==> config.mk <==
export PLATFORM = sky130hd
export DESIGN_NAME = agu_k2_stage_ctrl
export DESIGN_NICKNAME = d
export VERILOG_FILES = /design/src/rtl/agu_k2_stage_ctrl.sv
export SDC_FILE = /design/constraint.sdc
export NUM_CORES = 1
export LEC_CHECK = 0
export CORE_ASPECT_RATIO = 2
export CORE_MARGIN = 10
export CORE_UTILIZATION = 30
export CTS_BUF_LIST = sky130_fd_sc_hd__clkbuf_8
export CTS_CLUSTER_DIAMETER = 120
export DETAILED_ROUTE_END_ITERATION = 7
export DONT_BUFFER_PORTS = 1
export SLEW_MARGIN = 0
export SYNTH_ARGS = -nofsm -noshare
export SYNTH_HDL_FRONTEND = slang
export SYNTH_SLANG_ARGS = --single-unit
==> constraint.sdc <==
create_clock -name clk -period 3.37 [get_ports clk]
set_input_delay 0.8425 -clock clk [delete_from_list [all_inputs] [get_ports clk]]
set_output_delay 0.8425 -clock clk [all_outputs]
set_load 0.02 [all_outputs]
==> src/rtl/agu_k2_stage_ctrl.sv <==
// Stage sequencer for the k2 AGU: runs every NTT stage of one transform,
// counts emitted address pairs, drains the butterfly pipe and flags protocol errors.
module agu_k2_stage_ctrl #(
  parameter int D_WIDTH         = 4,
  parameter int STAGE_NUM       = 8,
  parameter int PAIRS_PER_STAGE = 128,
  parameter int CNT_WIDTH       = 8,
  parameter int DRAIN_LAT       = 6
) (
  input  logic               clk,
  input  logic               rst,
  input  logic               start,
  input  logic               abort,
  output logic               AGU_enable_k2,
  input  logic               BN_MA_out_en_k2,
  input  logic               AGU_done_out_k2,
  input  logic [D_WIDTH-1:0] l_AGU_out_k2,
  output logic               busy,
  output logic [D_WIDTH-1:0] stage,
  output logic               drain,
  output logic               done,
  output logic               err
);

  typedef enum logic [2:0] {ST_IDLE, ST_RUN, ST_DRAIN, ST_GAP, ST_FIN} state_t;

  localparam logic [D_WIDTH-1:0]   LAST_STAGE = D_WIDTH'(STAGE_NUM - 1);
  localparam logic [CNT_WIDTH-1:0] PAIRS      = CNT_WIDTH'(PAIRS_PER_STAGE);
  localparam logic [5:0]           DRAIN_LAST = 6'(DRAIN_LAT - 1);

  state_t                 state_reg, state_next;
  logic [D_WIDTH-1:0]     stage_reg, stage_next;
  logic [CNT_WIDTH-1:0]   pair_cnt_reg, pair_cnt_next, pair_cnt_inc;
  logic [5:0]             drain_cnt_reg, drain_cnt_next;
  logic                   err_reg, err_next;

  // Saturate so an overflowing stage can never alias back onto the expected count.
  assign pair_cnt_inc = (&pair_cnt_reg) ? pair_cnt_reg : pair_cnt_reg + 1'b1;

  always_comb begin
    state_next     = state_reg;
    stage_next     = stage_reg;
    pair_cnt_next  = pair_cnt_reg;
    drain_cnt_next = drain_cnt_reg;
    err_next       = err_reg;
    case (state_reg)
      ST_IDLE: begin
        if (start) begin
          state_next    = ST_RUN;
          stage_next    = '0;
          pair_cnt_next = '0;
          err_next      = 1'b0;
        end
      end
      ST_RUN: begin
        if (BN_MA_out_en_k2) begin
          pair_cnt_next = pair_cnt_inc;
          if (l_AGU_out_k2 != stage_reg) err_next = 1'b1;
        end
        // A strobe coincident with done is already folded into pair_cnt_next.
        if (AGU_done_out_k2) begin
          state_next     = ST_DRAIN;
          drain_cnt_next = '0;
          if (pair_cnt_next != PAIRS) err_next = 1'b1;
        end
      end
      ST_DRAIN: begin
        if (BN_MA_out_en_k2) err_next = 1'b1;
        if (drain_cnt_reg == DRAIN_LAST) begin
          state_next = (stage_reg == LAST_STAGE) ? ST_FIN : ST_GAP;
        end else begin
          drain_cnt_next = drain_cnt_reg + 6'd1;
        end
      end
      ST_GAP: begin
        stage_next    = stage_reg + 1'b1;
        pair_cnt_next = '0;
        state_next    = ST_RUN;
      end
      ST_FIN:  state_next = ST_IDLE;
      default: state_next = ST_IDLE;
    endcase
    // Abort overrides every other transition and leaves the error flag as it was.
    if (abort && (state_reg inside {ST_RUN, ST_DRAIN, ST_GAP})) begin
      state_next    = ST_IDLE;
      stage_next    = stage_reg;
      pair_cnt_next = pair_cnt_reg;
      err_next      = err_reg;
    end
  end

  always_ff @(posedge clk) begin
    if (rst) begin
      state_reg     <= ST_IDLE;
      stage_reg     <= '0;
      pair_cnt_reg  <= '0;
      drain_cnt_reg <= '0;
      err_reg       <= 1'b0;
    end else begin
      state_reg     <= state_next;
      stage_reg     <= stage_next;
      pair_cnt_reg  <= pair_cnt_next;
      drain_cnt_reg <= drain_cnt_next;
      err_reg       <= err_next;
    end
  end

  assign AGU_enable_k2 = (state_reg == ST_RUN);
  assign busy          = (state_reg inside {ST_RUN, ST_DRAIN, ST_GAP});
  assign drain         = (state_reg == ST_DRAIN);
  assign done          = (state_reg == ST_FIN);
  assign stage         = stage_reg;
  assign err           = err_reg;

endmodule

==> flow_summary.ini, run 1 <==
[clock_network]
postCtsSetupRepairBufs = 0
clk_pin_slew_ps = 80
ctsHoldBuffers = 0
cts_buffers = 3
clkSinkCount = 22
htreeDepth = 1
clock_path_buffers = 2
cts-root-buf = clkbuf_8
cts_tree = yes
clk_latency_ps = 260
cts_resized = 0

[logic_synthesis]
synth_area_leaders = dfxtp_1 (29%), nor2_1 (5.6%), xor2_1 (5.2%)
yosysSeqAreaShare = 0.288
synth_async_sr_flop_share = 0
yosysTopAreaCell = dfxtp_1
avgSynthCellArea_um2 = 8.31
netlist_area_um2 = 1530
synth_cell_type_count = 53
syn-instance-count = 184
ys.flop_type = dfxtp_1
synth_edf_count = 0
synth-seq-cells = 22
syn_nets = 198
post-synth-top-area-fraction = 0.288
yosys-top-cells-count = nor2_1 (23), dfxtp_1 (22), o21ai_0 (15)
synth.most_common_cell = nor2_1
ys_warn_count = 0

[run]
timing.max_cap.violations = 0

[sta]
finalSetupViolations = 0
fmax_mhz = 433
fin_crit_ps = 2310
relSlewSlack = 0.592
finalHoldViolCount = 0
finalCritPeriodShare = 0.685
drv_slew = 0
rsz0062_at_grt = false
tightest_slew_ps = 611
setup_tns_ps = 0
finClkSkew_ps = 5.97

[critical_path]
crit_type = reg -> out
cp_max_fo = 20
rrSetupSlack_ps = 1360
crit_required_ps = 2530
endpoint_kind = output port
arrival_ps = 1470
cp-start-kind = register

[hold_path]
min_path_type = reg -> reg

[route]
ant_nets = 0
drt-initial-drc-count = 93
vias = 1348
drc_errors = 0
viasPerCell = 5.76
post_drt_wl_per_cell_um = 16.6
wl_um = 3890
drt-pass1-iter-count = 4

[global_route]
grt_max_degree = 21
grt_pass1_wl_um = 6400
antenna_found_initial = 0
grt_usage = 0.0902
grt_pass1_vias = 1339
grt_overflow_total = 0

[layout]
nets = 193
area_delta_synth_final_pct = 3.76
drive_above_1_share = 0.119
diodes = 0
final_cells = 234
largest_reg_flops = 8

[floorplan]
die_area_um2 = 8530
design.core.area_um2 = 4910
die_w_um = 70.5
die_height_um = 121
rows = 36
pin_count = 19
start_util = 0.311

[power_and_ir_drop]
total_switching_power_uw = 283
power_density_nw_per_um2 = 470
clkPwrFrac = 0.221
p_comb_frac = 0.343
p_leak_uw = 0.000533
intPower_uw = 463
swShare = 0.380
peakVddDrop_uv = 333
seq_power_share = 0.436

[status]
status = completed

[placement]
io_buffers = 0
place_inst = 231
gp_congestion = 0.847
hpwlAfterDp_um = 3040
-- power by group through the flow --
| stage | sequential [uW] | combinational [uW] | clock, uW |
|---|---|---|---|
| 6_report | 326 | 256 | 165 |
| 5_1_grt | 333 | 290 | 179 |
| 4_1_cts | 326 | 259 | 167 |
| 3_5_place_dp | 332 | 257 | 0 |
| 3_3_place_gp | 333 | 256 | 0 |
| 2_1_floorplan | 301 | 247 | 0 |
-- layout by cell type (no fill, tap or decap), types with 4 or more instances in the layout --
cell type,synthesis,layout
a21oi_1,14,14
and3_1,4,4
dfxtp_1,22,22
ha_1,4,4
inv_1,5,5
nand2_1,9,9
nor2_1,23,23
nor2b_1,5,5
nor3_1,9,9
o21ai_0,15,15
xor2_1,9,9
-- routing by layer --
layer	part of all wire	global-route usage
met1	0.35	0.0801
met2	0.55	0.170
met3	0.049	0.0229
met4	0.051	0.0608
met5	0	0
-- worst max-delay path: stages (launching register included) --
cell and delay [ps]:
dfxtp_1 720, nor2_1 100, nor2_1 380
-- path summary, 6_finish.rpt --
path	start	cells past startpoint	endpoint
worst min register to register	pair_cnt_reg[1]	2	pair_cnt_reg[1]
worst max-delay path	state_reg[0]	2	busy
worst max register to register	state_reg[1]	5	state_reg[0]
worst min-delay path	pair_cnt_reg[1]	2	pair_cnt_reg[1]
-- area by class of cell --
class / instances / area, um^2
clock buffer: 3 / 41.3
fill: 538 / 3320
inverter: 6 / 22.5
multi-input combinational: 146 / 1010
sequential: 22 / 440
tap: 57 / 71.3
-- cell families after synthesis --
family          synth area share
compound gates             0.248
buf+inv                   0.0507
flops                      0.288
simple gates               0.296
xor+xnor                  0.0630
mux                       0.0213
fa+ha+maj                 0.0327
-- metrics by stage --
stage,instance area (um^2),power [uW],hold slack [ps],util,worst slack (ps)
4_1_cts,1590,752,510,0.323,1060
6_report,1590,746,513,0.323,1060
3_3_place_gp,1550,589,497,0.315,1340
2_1_floorplan,1530,549,480,-,1300
5_1_grt,1590,802,544,0.323,905
3_5_place_dp,1550,589,497,0.315,1310
Note: power is estimated with default switching activity, not from simulation.
==> run 2, diff against run 1 <==
==> constraint.sdc (replaced) <==
create_clock -name clk -period 2.1 [get_ports clk]
set_input_delay 0.525 -clock clk [delete_from_list [all_inputs] [get_ports clk]]
set_output_delay 0.525 -clock clk [all_outputs]
set_load 0.02 [all_outputs]
==> flow_summary.ini, run 2 (synthesis results as in run 1) <==
[critical_path]
slowest_delay_ps = 480
cp_top_family = flip-flops
path_cells = buf_4 > nor2_1 > nor2_1
endpoint_kind = output port
crit_buf_inv = 1
crit_required_ps = 1570
cp-start-kind = register
crit_type = reg -> out
slowest_stage = dfxtp_1
critPathMostFrequentCell = nor2_1
arrival_ps = 1370
cp_max_fo = 9

[sta]
hold_slack_ps = 321
finalCritPeriodShare = 0.902
finClkSkew_ps = 4.93
setup_tns_ps = 0
drv_slew = 0
fin_crit_ps = 1890
finalSetupViolations = 0
rsz0062_at_grt = false
fmax_mhz = 528
relSlewSlack = 0.620
tightest_slew_ps = 562
finalHoldViolCount = 0

[power_and_ir_drop]
clkPwrFrac = 0.289
seq_power_share = 0.360
p_leak_uw = 0.000606
p_comb_frac = 0.352
swShare = 0.341
power_density_nw_per_um2 = 813
intPower_uw = 910
finalPower_uw = 1380
total_switching_power_uw = 471
peakVddDrop_uv = 410

[floorplan]
die_area_um2 = 8530
design.core.area_um2 = 4910
start_util = 0.311
rows = 36
pin_count = 19
die_w_um = 70.5
die_height_um = 121

[layout]
nets = 204
drive_above_1_share = 0.175
area_delta_synth_final_pct = 11.1
fillers = 526
final_cell_mix = nor2_1 (23), dfxtp_1 (22), o21ai_0 (15), a21oi_1 (14), buf_4 (11)
final_common_cell = nor2_1
diodes = 0
largest_reg_flops = 8

[global_route]
grt_pass1_wl_um = 6580
grt_max_degree = 19
antenna_found_initial = 0
grt_usage = 0.0920
grt_pass1_vias = 1425
grt_overflow_total = 0

[clock_network]
clock_path_buffers = 2
cts-root-buf = clkbuf_8
clk_latency_ps = 260
htreeDepth = 1
cts_tree = yes
postCtsSetupRepairBufs = 0
ctsHoldBuffers = 0
clk_pin_slew_ps = 90
clkSinkCount = 22
cts_resized = 0
cts_buffers = 3

[route]
drt-pass1-iter-count = 4
vias = 1363
viasPerCell = 5.54
drc_errors = 0
ant_nets = 0
post_drt_wl_per_cell_um = 15.7
wl_um = 3870
drt-initial-drc-count = 96

[placement]
gp_congestion = 0.785
io_buffers = 0
hpwlAfterDp_um = 3130

[run]
timing.max_cap.violations = 0

[status]
status = completed

[hold_path]
min_path_type = in -> reg
run 2: cell types whose count changed in the layout (fill, tap and decap cells not counted), sizes merged:
cell    before  now
bufinv       0    1
buf          0   11
run 2: path summary, 6_finish.rpt:
| path | start | end | slack (ps) | cells after the start |
|---|---|---|---|---|
| worst max-delay path | state_reg[0] | busy | 210 | 3 |
| worst min-delay path | rst | pair_cnt_reg[4] | 320 | 1 |
| worst max register to register | pair_cnt_reg[0] | pair_cnt_reg[0] | 250 | 6 |
| worst min register to register | pair_cnt_reg[1] | pair_cnt_reg[1] | 510 | 2 |
run 2: cell type report:
cell class                      count  area, um^2  share of cell area
Timing Repair Buffer               11        82.6              0.0486
Clock inverter                      1        30.0              0.0177
Inverter                            6        22.5              0.0133
Clock buffer                        3        41.3              0.0243
Sequential cell                    22         440               0.259
Multi-Input combinational cell    146        1010               0.595
Tap cell                           57        71.3              0.0420
run 2: layer usage:
metal | up-vias | wire length (um) | global-route usage
met1 | 636 | 1410 | 0.0846
met4 | 0 | 163 | 0.0558
li1 | 685 | - | -
met3 | 14 | 155 | 0.0205
met2 | 28 | 2140 | 0.175
met5 | - | 0 | 0
run 2: per-stage QoR:
stage | utilization | instances | area (um^2) | setup WS (ps)
CTS | 0.346 | 246 | 1700 | 195
finish | 0.346 | 246 | 1700 | 205
floorplan | - | 184 | 1530 | 352
global route | 0.346 | 246 | 1700 | 100
global placement | 0.332 | 242 | 1630 | 297
detailed placement | 0.332 | 242 | 1630 | 267
run 2: power by group through the flow:
stage,logic (uW),clock network (uW),registers [uW]
2_1_floorplan,397,0,484
3_3_place_gp,488,0,508
3_5_place_dp,490,0,508
4_1_cts,491,410,498
5_1_grt,544,419,504
6_report,486,398,497
run 2: worst reg2reg max path, stage by stage (launching register included):
cell and delay [ps]:
dfxtp_1 440, ha_1 310, inv_1 140, o31ai_1 400, and2_1 210, nor2_1 50
a211oi_1 230
